### src/rtl/conv_pkg.sv
// Shared types, configuration map and helpers for the int8 convolution datapath
// (window buffer, MAC/requant, pooling and later PE stages).
package conv_pkg;

    localparam int PIX_W  = 8;
    localparam int PROD_W = 16;

    localparam logic [3:0] CFG_W0    = 4'd0;
    localparam logic [3:0] CFG_BIAS  = 4'd9;
    localparam logic [3:0] CFG_SHIFT = 4'd10;
    localparam logic [3:0] CFG_RELU  = 4'd11;
    localparam logic [3:0] CFG_LAST  = 4'd11;

    localparam int Q_MAX = 127;
    localparam int Q_MIN = -128;

    typedef logic signed [PIX_W-1:0]  pix_t;
    typedef logic signed [PROD_W-1:0] prod_t;

    // Full-precision int8 x int8 product; both operands widened before the multiply.
    function automatic prod_t mul_pix(input pix_t a, input pix_t b);
        prod_t a_s;
        prod_t b_s;
        a_s = {{(PROD_W-PIX_W){a[PIX_W-1]}}, a};
        b_s = {{(PROD_W-PIX_W){b[PIX_W-1]}}, b};
        return a_s * b_s;
    endfunction

endpackage

### src/rtl/conv3x3_mac_requant_if.sv
// Window, configuration and result signals of the 3x3 MAC/requant stage.
interface conv3x3_mac_requant_if;
    import conv_pkg::*;

    logic        valid_in;
    pix_t        data_in0;
    pix_t        data_in1;
    pix_t        data_in2;
    pix_t        data_in3;
    pix_t        data_in4;
    pix_t        data_in5;
    pix_t        data_in6;
    pix_t        data_in7;
    pix_t        data_in8;
    logic        cfg_wr_en;
    logic [3:0]  cfg_addr;
    logic [15:0] cfg_wdata;
    logic        cfg_err;
    logic        busy;
    pix_t        data_out;
    logic        valid_out;

    modport master (
        output valid_in, data_in0, data_in1, data_in2, data_in3, data_in4,
               data_in5, data_in6, data_in7, data_in8,
               cfg_wr_en, cfg_addr, cfg_wdata,
        input  cfg_err, busy, data_out, valid_out
    );

    modport slave (
        input  valid_in, data_in0, data_in1, data_in2, data_in3, data_in4,
               data_in5, data_in6, data_in7, data_in8,
               cfg_wr_en, cfg_addr, cfg_wdata,
        output cfg_err, busy, data_out, valid_out
    );

endinterface

### src/rtl/requant_sat.sv
// Combinational requantizer: round-half-up arithmetic right shift, optional ReLU,
// saturation to int8. Shared with the 1x1 conv and fully-connected blocks.
module requant_sat
    import conv_pkg::*;
#(
    parameter int ACC_W = 24
) (
    input  logic signed [ACC_W-1:0] acc,
    input  logic [3:0]              shift,
    input  logic                    relu_en,
    output pix_t                    q
);

    localparam logic signed [ACC_W:0] ONE_E = {{ACC_W{1'b0}}, 1'b1};
    localparam logic signed [ACC_W:0] MAX_E = (ACC_W+1)'(Q_MAX);
    localparam logic signed [ACC_W:0] MIN_E = (ACC_W+1)'(Q_MIN);

    logic signed [ACC_W:0] ext_s;
    logic signed [ACC_W:0] rnd_s;
    logic signed [ACC_W:0] t_s;
    logic signed [ACC_W:0] relu_s;

    // One guard bit keeps the rounding add from wrapping at any accumulator value.
    always_comb begin
        ext_s  = {acc[ACC_W-1], acc};
        rnd_s  = '0;
        t_s    = ext_s;
        relu_s = ext_s;
        q      = '0;

        if (shift == 4'd0) begin
            t_s = ext_s;
        end else begin
            rnd_s = ONE_E << (shift - 4'd1);
            t_s   = (ext_s + rnd_s) >>> shift;
        end

        if (relu_en && t_s[ACC_W]) begin
            relu_s = '0;
        end else begin
            relu_s = t_s;
        end

        if (relu_s > MAX_E) begin
            q = PIX_W'(Q_MAX);
        end else if (relu_s < MIN_E) begin
            q = PIX_W'(Q_MIN);
        end else begin
            q = relu_s[PIX_W-1:0];
        end
    end

endmodule

### src/rtl/conv3x3_mac_requant.sv
// 3x3 int8 convolution PE: products, row sums, bias accumulate and requantize in a
// fixed 4-stage pipeline, with a small write-only coefficient register file.
module conv3x3_mac_requant
    import conv_pkg::*;
#(
    parameter int ACC_W  = 24,
    parameter int BIAS_W = 16
) (
    input  logic                   clk,
    input  logic                   rst,
    conv3x3_mac_requant_if.slave   bus
);

    pix_t                     pix_s [9];
    pix_t                     w_r [9];
    logic signed [BIAS_W-1:0] bias_r;
    logic [3:0]               shift_r;
    logic                     relu_r;

    prod_t                    prod_r [9];
    logic signed [ACC_W-1:0]  row_s [3];
    logic signed [ACC_W-1:0]  row_r [3];
    logic signed [ACC_W-1:0]  acc_s;
    logic signed [ACC_W-1:0]  acc_r;
    logic                     v1_r;
    logic                     v2_r;
    logic                     v3_r;
    logic                     valid_out_r;
    pix_t                     data_out_r;
    pix_t                     q_s;
    logic                     cfg_err_r;
    logic                     busy_s;
    logic                     cfg_ok_s;

    function automatic logic signed [ACC_W-1:0] sx_prod(input prod_t p);
        return {{(ACC_W-PROD_W){p[PROD_W-1]}}, p};
    endfunction

    assign pix_s[0] = bus.data_in0;
    assign pix_s[1] = bus.data_in1;
    assign pix_s[2] = bus.data_in2;
    assign pix_s[3] = bus.data_in3;
    assign pix_s[4] = bus.data_in4;
    assign pix_s[5] = bus.data_in5;
    assign pix_s[6] = bus.data_in6;
    assign pix_s[7] = bus.data_in7;
    assign pix_s[8] = bus.data_in8;

    // Writes are refused while anything is in flight so every window sees one coefficient set.
    assign busy_s   = bus.valid_in | v1_r | v2_r | v3_r;
    assign cfg_ok_s = bus.cfg_wr_en & ~busy_s & (bus.cfg_addr <= CFG_LAST);

    // Configuration registers and the registered reject pulse.
    always_ff @(posedge clk or posedge rst) begin
        if (rst) begin
            for (int k = 0; k < 9; k++) begin
                w_r[k] <= '0;
            end
            bias_r    <= '0;
            shift_r   <= 4'd0;
            relu_r    <= 1'b0;
            cfg_err_r <= 1'b0;
        end else begin
            cfg_err_r <= bus.cfg_wr_en & ~cfg_ok_s;
            if (cfg_ok_s) begin
                for (int k = 0; k < 9; k++) begin
                    if (bus.cfg_addr == CFG_W0 + 4'(k)) begin
                        w_r[k] <= bus.cfg_wdata[PIX_W-1:0];
                    end
                end
                case (bus.cfg_addr)
                    CFG_BIAS:  bias_r  <= bus.cfg_wdata[BIAS_W-1:0];
                    CFG_SHIFT: shift_r <= bus.cfg_wdata[3:0];
                    CFG_RELU:  relu_r  <= bus.cfg_wdata[0];
                    default:   ;
                endcase
            end
        end
    end

    // Row sums and final accumulate; ACC_W >= 21 leaves headroom for 9 products plus bias.
    always_comb begin
        for (int j = 0; j < 3; j++) begin
            row_s[j] = sx_prod(prod_r[3*j]) + sx_prod(prod_r[3*j+1]) + sx_prod(prod_r[3*j+2]);
        end
        acc_s = row_r[0] + row_r[1] + row_r[2]
              + {{(ACC_W-BIAS_W){bias_r[BIAS_W-1]}}, bias_r};
    end

    requant_sat #(
        .ACC_W   (ACC_W)
    ) u_requant (
        .acc     (acc_r),
        .shift   (shift_r),
        .relu_en (relu_r),
        .q       (q_s)
    );

    // Valids advance every cycle; each data stage loads only when its incoming valid is set.
    always_ff @(posedge clk or posedge rst) begin
        if (rst) begin
            v1_r        <= 1'b0;
            v2_r        <= 1'b0;
            v3_r        <= 1'b0;
            valid_out_r <= 1'b0;
            for (int k = 0; k < 9; k++) begin
                prod_r[k] <= '0;
            end
            for (int j = 0; j < 3; j++) begin
                row_r[j] <= '0;
            end
            acc_r      <= '0;
            data_out_r <= '0;
        end else begin
            v1_r        <= bus.valid_in;
            v2_r        <= v1_r;
            v3_r        <= v2_r;
            valid_out_r <= v3_r;
            if (bus.valid_in) begin
                for (int k = 0; k < 9; k++) begin
                    prod_r[k] <= mul_pix(pix_s[k], w_r[k]);
                end
            end
            if (v1_r) begin
                for (int j = 0; j < 3; j++) begin
                    row_r[j] <= row_s[j];
                end
            end
            if (v2_r) begin
                acc_r <= acc_s;
            end
            if (v3_r) begin
                data_out_r <= q_s;
            end
        end
    end

    assign bus.busy      = busy_s;
    assign bus.cfg_err   = cfg_err_r;
    assign bus.data_out  = data_out_r;
    assign bus.valid_out = valid_out_r;

endmodule

### src/flat_wrapper.sv
// flat-port wrapper written by rule: the top's interface ports become plain ports
module conv3x3_mac_requant_flat import conv_pkg::*;
#(
    parameter int ACC_W  = 24,
    parameter int BIAS_W = 16
)
  (clk, rst, bus_valid_in, bus_data_in0, bus_data_in1, bus_data_in2, bus_data_in3, bus_data_in4, bus_data_in5, bus_data_in6, bus_data_in7, bus_data_in8, bus_cfg_wr_en, bus_cfg_addr, bus_cfg_wdata, bus_cfg_err, bus_busy, bus_data_out, bus_valid_out);
  conv3x3_mac_requant_if bus_i ();
  input  logic clk;
  input  logic rst;
  input wire logic [$bits(bus_i.valid_in)-1:0] bus_valid_in;
  input wire logic [$bits(bus_i.data_in0)-1:0] bus_data_in0;
  input wire logic [$bits(bus_i.data_in1)-1:0] bus_data_in1;
  input wire logic [$bits(bus_i.data_in2)-1:0] bus_data_in2;
  input wire logic [$bits(bus_i.data_in3)-1:0] bus_data_in3;
  input wire logic [$bits(bus_i.data_in4)-1:0] bus_data_in4;
  input wire logic [$bits(bus_i.data_in5)-1:0] bus_data_in5;
  input wire logic [$bits(bus_i.data_in6)-1:0] bus_data_in6;
  input wire logic [$bits(bus_i.data_in7)-1:0] bus_data_in7;
  input wire logic [$bits(bus_i.data_in8)-1:0] bus_data_in8;
  input wire logic [$bits(bus_i.cfg_wr_en)-1:0] bus_cfg_wr_en;
  input wire logic [$bits(bus_i.cfg_addr)-1:0] bus_cfg_addr;
  input wire logic [$bits(bus_i.cfg_wdata)-1:0] bus_cfg_wdata;
  output wire logic [$bits(bus_i.cfg_err)-1:0] bus_cfg_err;
  output wire logic [$bits(bus_i.busy)-1:0] bus_busy;
  output wire logic [$bits(bus_i.data_out)-1:0] bus_data_out;
  output wire logic [$bits(bus_i.valid_out)-1:0] bus_valid_out;
  assign bus_i.valid_in = bus_valid_in;
  assign bus_i.data_in0 = bus_data_in0;
  assign bus_i.data_in1 = bus_data_in1;
  assign bus_i.data_in2 = bus_data_in2;
  assign bus_i.data_in3 = bus_data_in3;
  assign bus_i.data_in4 = bus_data_in4;
  assign bus_i.data_in5 = bus_data_in5;
  assign bus_i.data_in6 = bus_data_in6;
  assign bus_i.data_in7 = bus_data_in7;
  assign bus_i.data_in8 = bus_data_in8;
  assign bus_i.cfg_wr_en = bus_cfg_wr_en;
  assign bus_i.cfg_addr = bus_cfg_addr;
  assign bus_i.cfg_wdata = bus_cfg_wdata;
  assign bus_cfg_err = bus_i.cfg_err;
  assign bus_busy = bus_i.busy;
  assign bus_data_out = bus_i.data_out;
  assign bus_valid_out = bus_i.valid_out;
  conv3x3_mac_requant #(.ACC_W(ACC_W), .BIAS_W(BIAS_W)) u_core (.clk(clk), .rst(rst), .bus(bus_i));
endmodule
### config.mk
export PLATFORM = sky130hd
export DESIGN_NAME = conv3x3_mac_requant_flat
export DESIGN_NICKNAME = d
export VERILOG_FILES = /design/src/rtl/conv_pkg.sv /design/src/rtl/conv3x3_mac_requant_if.sv /design/src/rtl/requant_sat.sv /design/src/rtl/conv3x3_mac_requant.sv /design/src/flat_wrapper.sv
export SDC_FILE = /design/constraint.sdc
export NUM_CORES = 2
export LEC_CHECK = 0
export ABC_AREA = 0
export CAP_MARGIN = 20
export CORE_MARGIN = 10
export CORE_UTILIZATION = 28
export DETAILED_ROUTE_END_ITERATION = 7
export PLACE_DENSITY = 0.48
export REMOVE_ABC_BUFFERS = 1
export SLEW_MARGIN = 20
export SYNTH_ARGS = -nofsm -noshare
export SYNTH_HDL_FRONTEND = slang
export SYNTH_SLANG_ARGS = --single-unit
### constraint.sdc
create_clock -name clk -period 32.6 [get_ports clk]
set_input_delay 8.15 -clock clk [delete_from_list [all_inputs] [get_ports clk]]
set_output_delay 8.15 -clock clk [all_outputs]
set_load 0.005 [all_outputs]
==> impl_metrics.json <==
{
  "clkPwrFrac": 0.176,
  "firstDrtPassIters": 7,
  "viasPerCell": 4.66,
  "setup_viol": 0,
  "synth_edf_count": 0,
  "cp_slowest_stage_delay_ns": 0.45,
  "critical_path_class": "input port to output port",
  "h-tree-depth": 2,
  "yosysTopAreaCell": "fa_1",
  "utilization": 0.314,
  "antenna_found_initial": 12,
  "syn_avg_cell_area_um2": 9.94,
  "final_antenna_net_count": 0,
  "clock_latency_ns": 0.60,
  "cts_sinks": 328,
  "clk_path_buf_depth": 3,
  "synth_cells": 4180,
  "ys_seq_area_frac": 0.198,
  "power_frac_comb": 0.592,
  "vias": 29000,
  "nets": 5276,
  "cts_hold_buf": 0,
  "drv_slew": 0,
  "p_switching_mw": 1.30,
  "initial_utilization": 0.281,
  "drcViolationCount": 0,
  "switching_share": 0.447,
  "clk_pin_slew_ns": 0.06,
  "cts.repair.resized": 0,
  "status": "complete, no violations",
  "final_cell_mix": "inv_1, fa_1, ha_1",
  "yosys_warnings": 0,
  "yosysTopAreaCellShare": 0.281,
  "syn_to_final_growth_pct": 11.5,
  "core-area_um2": 148000,
  "wl_per_cell_um": 17.8,
  "path_buf_inv": 4,
  "cp_data_arrival_time_ns": 9.50,
  "synth_xor_area_frac": 0.0434,
  "fin_skew_ns": 0.0326,
  "ios": 107,
  "gp_congestion": 0.878,
  "fp-row-count": 141,
  "drt-initial-drc-count": 1563,
  "p_leak_nw": 21.3,
  "cts_setup_buffers": 0,
  "grt_pass1_vias": 30600,
  "min_period_ns": 17.65,
  "critPathMaxFanout": 47,
  "synthArstFlopShare": 1.00,
  "crit_family": "buffers and inverters",
  "ys_types": 106,
  "cts_tree": "yes",
  "postLayoutSetupSlackWorst_ns": 14.95,
  "fmax_mhz": 56.7,
  "cts_buffers": 44,
  "power.internal_mw": 1.61,
  "setup_tns_ns": 0,
  "maxSlewHeadroom": 0.300,
  "num-fill-cells": 15300,
  "place_inst": 6135,
  "routed_wl_mm": 111,
  "die_area_um2": 164000,
  "rsz0062_at_grt": "false",
  "fin_crit_sh": 0.541,
  "synth-compound-area-share": 0.0962,
  "synth_ff_type": "dfrtp_1",
  "powerDensity_nw_per_um2": 62.7,
  "ir_worst_vdd_mv": 0.0517,
  "synth-simple-area-share": 0.128,
  "worstPathCellList": "buf_6, nor4_2, buf_4, inv_1, clkdlybuf4s50_1",
  "required_ns": 24.45,
  "synth.area.mux_share": 0.0727,
  "die_x_um": 405,
  "hold_viol": 0,
  "fin_cells": 6216,
  "die_y_um": 405,
  "dp_slack_ns": 14.93,
  "final_common_cell": "inv_1",
  "synth_area_leaders": "fa_1, dfrtp_1, ha_1",
  "drive_gt1_frac": 0.0941,
  "worstMarginPinSlew_ns": 1.05,
  "overflow": 0,
  "synth_top_family_by_area": "adder cells",
  "p_seq_frac": 0.232,
  "ys_ff_latch": 328,
  "yosys.area_share.adder": 0.385,
  "cp_slowest_cell": "clkdlybuf4s50_1",
  "critPathCaptureType": "output port",
  "hpwl_mm": 89.1,
  "start_kind": "input port",
  "port_buffers": 106,
  "cts_root_buf": "clkbuf_16",
  "grt_usage": 0.138,
  "grt_max_degree": 92,
  "hold_class": "flip-flop to flip-flop",
  "drv_cap": 0,
  "synthesis.area_um2": 41500,
  "grt_pass1_wl_mm": 179
}
layout make-up:
class                           count  area (um2)  share of cell area
Inverter                          723        2720              0.0588
Clock inverter                     18         215             0.00465
Antenna cell                        3        7.51            0.000162
Sequential cell                   328        8210               0.177
Timing Repair Buffer              135        1280              0.0276
Multi-Input combinational cell   3019       30200               0.652
Clock buffer                       60        1280              0.0277
Tap cell                         1930        2410              0.0522
flip-flops by register name (all words and copies together), names as in the netlist, 4 cells and up:
signal and cells:
u_core.w_r 72, u_core.acc_r 24, u_core.row_r 54, u_core.bus.data_out 8, u_core.prod_r 144, u_core.bias_r 16, u_core.shift_r 4
cell usage after synthesis, types with 40 or more instances:
cell,n
inv_1,720
fa_1,584
ha_1,345
and2_1,335
dfrtp_1,328
nand2_1,280
mux2_2,243
xnor2_1,172
a21oi_1,170
nor2_1,150
o21ai_0,135
clkbuf_1,83
nand2b_1,73
a21o_1,49
nand3_1,44
nor3_1,40
worst register-to-register path, stage by stage, from the launching register on:
cell and delay (ns):
dfrtp_1 0.32, buf_4 0.51, clkinv_1 0.72, buf_4 0.43, nor2_1 0.49, nand2_1 0.19
fa_1 0.44, nor2b_1 0.23, o22a_4 0.26, a31oi_4 0.22, nand3_1 0.19, and2_1 0.58
nand2_1 0.27, a2111oi_0 0.43, a31o_1 0.27, o2111ai_1 0.16, nor4b_2 0.29, a31oi_1 0.28
o32ai_1 0.35
metrics by stage:
step | area, um2 | power [mW] | hold slack [ns]
2_1_floorplan | 41100 | 1.91 | 0.471
4_1_cts | 46300 | 2.95 | 0.524
3_3_place_gp | 44800 | 2.40 | 0.504
5_1_grt | 46300 | 3.19 | 0.543
6_report | 46300 | 2.90 | 0.522
3_5_place_dp | 44800 | 2.41 | 0.507
path summary, 6_finish.rpt:
| check | slack [ns] | to | start | depth (start not counted) |
|---|---|---|---|---|
| max | 14.95 | bus_busy | bus_valid_in | 5 |
| min | 0.52 | u_core.bias_r[0]$_DFFE_PP0P_ | u_core.bias_r[0]$_DFFE_PP0P_ | 1 |
| max reg2reg | 25.87 | u_core.bus.data_out[5]$_DFFE_PP0P_ | u_core.shift_r[1]$_DFFE_PP0P_ | 18 |
| min reg2reg | 0.52 | u_core.bias_r[0]$_DFFE_PP0P_ | u_core.bias_r[0]$_DFFE_PP0P_ | 1 |
| max in group asynchronous | 22.95 | u_core.v1_r$_DFF_PP0_ | rst | 3 |
| min in group asynchronous | 8.11 | u_core.w_r[23]$_DFFE_PP0P_ | rst | 2 |
layer usage:
layer	track usage	up-vias	share of wire	wire length, um
met5	0	-	0.00042	46
met3	0.0197	118	0.043	4780
met4	0.0268	6	0.018	2040
met2	0.232	494	0.48	53000
li1	-	13700	-	-
met1	0.188	14700	0.46	50800
cell families (layout without fill, tap and decap cells):
kind of cell,count (synthesis),in the layout
xor+xnor,206,206
flops,328,328
buf+inv,833,936
compound gates,598,598
other cells,0,3
simple gates,1020,1020
fa+ha+maj,929,929
mux,266,266
power groups by stage:
| stage | Clock (mW) | Combinational (mW) | Sequential, mW |
|---|---|---|---|
| global placement | 0 | 1.71 | 0.685 |
| floorplan | 0 | 1.29 | 0.615 |
| global route | 0.543 | 1.95 | 0.693 |
| detailed placement | 0 | 1.73 | 0.686 |
| finish | 0.510 | 1.72 | 0.673 |
| CTS | 0.527 | 1.74 | 0.679 |
Power figures use the tool's default switching activity.
==> variant, RTL diff (config.mk and constraints unchanged) <==
The package constant `Q_MAX` goes from 127 to 64.
--- a/src/rtl/conv_pkg.sv
+++ b/src/rtl/conv_pkg.sv
@@ -11,7 +11,7 @@
     localparam logic [3:0] CFG_RELU  = 4'd11;
     localparam logic [3:0] CFG_LAST  = 4'd11;
 
-    localparam int Q_MAX = 127;
+    localparam int Q_MAX = 64;
     localparam int Q_MIN = -128;
 
     typedef logic signed [PIX_W-1:0]  pix_t;
Behaviour: not the same (Yosys sat finds a counterexample within 10 cycles, from zero or initial values and one cycle with rst high).
==> variant against the unedited design <==
Sequential cell count is the same. Via count shrank 1.3%. Synthesized area is 0.59% lower. Core utilization is 0.25 points higher. Power up 3.6%. Setup slack better by 42 ps. Wire length is 3.6% lower. Cell area is 0.27% lower. Register-to-register slack improved by 340 ps. Largest power group unchanged.
==> variant: results (changes against the unedited design) <==
- Post-layout net count: 5260 (-0.30%)
- Share of the synthesized area in compound gates (AO/OA/AOI/OAI): 9.29% (-0.33 points)
- Number of buffers added by the clock tree synthesis step: 43 (-2.3%)
- Data arrival, critical path: 9460 ps (-40 ps)
- Routed length per instance: 17.3 um (-3.1%)
- Routability Congestion: 0.866 (-1.4%)
- Part of the power in combinational logic: 60.0% (+0.8 points)
- Non-clock buffer share of cell area: 2.81% (+0.048 points)
- Ranking of synthesized cells by area: sky130_fd_sc_hd__fa_1 28%, sky130_fd_sc_hd__dfrtp_1 20%, sky130_fd_sc_hd__ha_1 10%
- Met3 global-route usage: 1.48% (-0.49 points)
- Placed cell area: 0.0446 sq mm (-0.47%)
- Non-Clock Buffer Count: 137 (+1.5%)
- Synth Area in Adders: 38.8% (+0.23 points)
- Maximum fanout along the worst path: 31 (-34%)
- Met3 Routed Length: 3270 um (-32%)
- Design Area, Final: 0.0462 sq mm (-0.27%)
- Slew Viols, Final: 0 (unchanged)
- Area fraction of clock buffers and clock inverters: 3.41% (+0.18 points)
- Place WS: 14980 ps (+46.2 ps)
- Overall global routing resource usage: 13.4% (-0.41 points)
- Maximum number of pins on one net before global-route repair: 76 (-17%)
- Fraction of area in multi-input gates: 65.1% (-0.088 points)
- Number of antenna violations at the first check in global routing: 9 (-3)
- Worst slew margin: 29.2% (-0.77 points)
- Routed wl met2: 51800 um (-2.3%)
- Share of post-route cells with drive strength above 1: 9.21% (-0.20 points)
- Comb_multi_in: 3022 (+0.099%)
- Number of global-route vias before repair: 30158 (-1.4%)
- Nonclk inv count: 703 (-2.8%)
- Highest ir drop seen on vdd: 0.0499 mV (-3.4%)
- Sequential cell power: 0.668 mW (-0.7%)
- Post-Syn Area per Cell: 9.94 sq um (about the same)
- Internal Pwr Total: 1.68 mW (+4.8%)
- Met2 global-route usage: 22.8% (-0.42 points)
- Mean number of vias per cell: 4.62 (-0.85%)
- Diode count: 0 (-3)
- Placed cells: 6106 (-0.47%)
- Share of the final layout cell area in sequential cells: 17.8% (+0.048 points)
- Htree depth: 2 (unchanged)
- M1 WL: 49700 um (-2.2%)
- Starting DRT DRC Count: 1644 (+5.2%)
- Clock Skew: 34.4 ps (+1.89 ps)
- Sequential share of the synthesized area: 19.9% (+0.12 points)
- Total leakage power: 21.7 nW (+1.8%)
- Result of the run: complete, no violations
- Number of inserted filler cells in the final layout: 15191 (-0.78%)
- Sw frac: 44.0% (-0.66 points)
variant: changes by cell type after synthesis, sizes merged, moves of 8 or more:
cell	unedited run	this run
inv	721	700
clkbuf	84	76
nand2b	73	87
a31o	12	3
and2	335	352
mux2	243	252
nand3	44	34
nor2	150	176
nand2	280	256
a21oi	172	183
a21o	49	60
variant: worst paths after layout:
check                      cells past startpoint                     end  slack [ps]               from
setup / recovery                               5                bus_busy       14990       bus_valid_in
hold reg to reg                                1        u_core.bias_r[0]         520   u_core.bias_r[0]
max in group asynchronous                      4             u_core.v1_r       22420                rst
hold / removal                                 1        u_core.bias_r[0]         520   u_core.bias_r[0]
setup reg to reg                              18  u_core.bus.data_out[6]       26210  u_core.shift_r[1]
min in group asynchronous                      2           u_core.w_r[4]        8060                rst
variant: critical path: stages:
cell and delay (ps):
sky130_fd_sc_hd__buf_6 190, sky130_fd_sc_hd__nor4_1 350, sky130_fd_sc_hd__buf_4 230, sky130_fd_sc_hd__inv_1 60, sky130_fd_sc_hd__clkdlybuf4s50_1 450
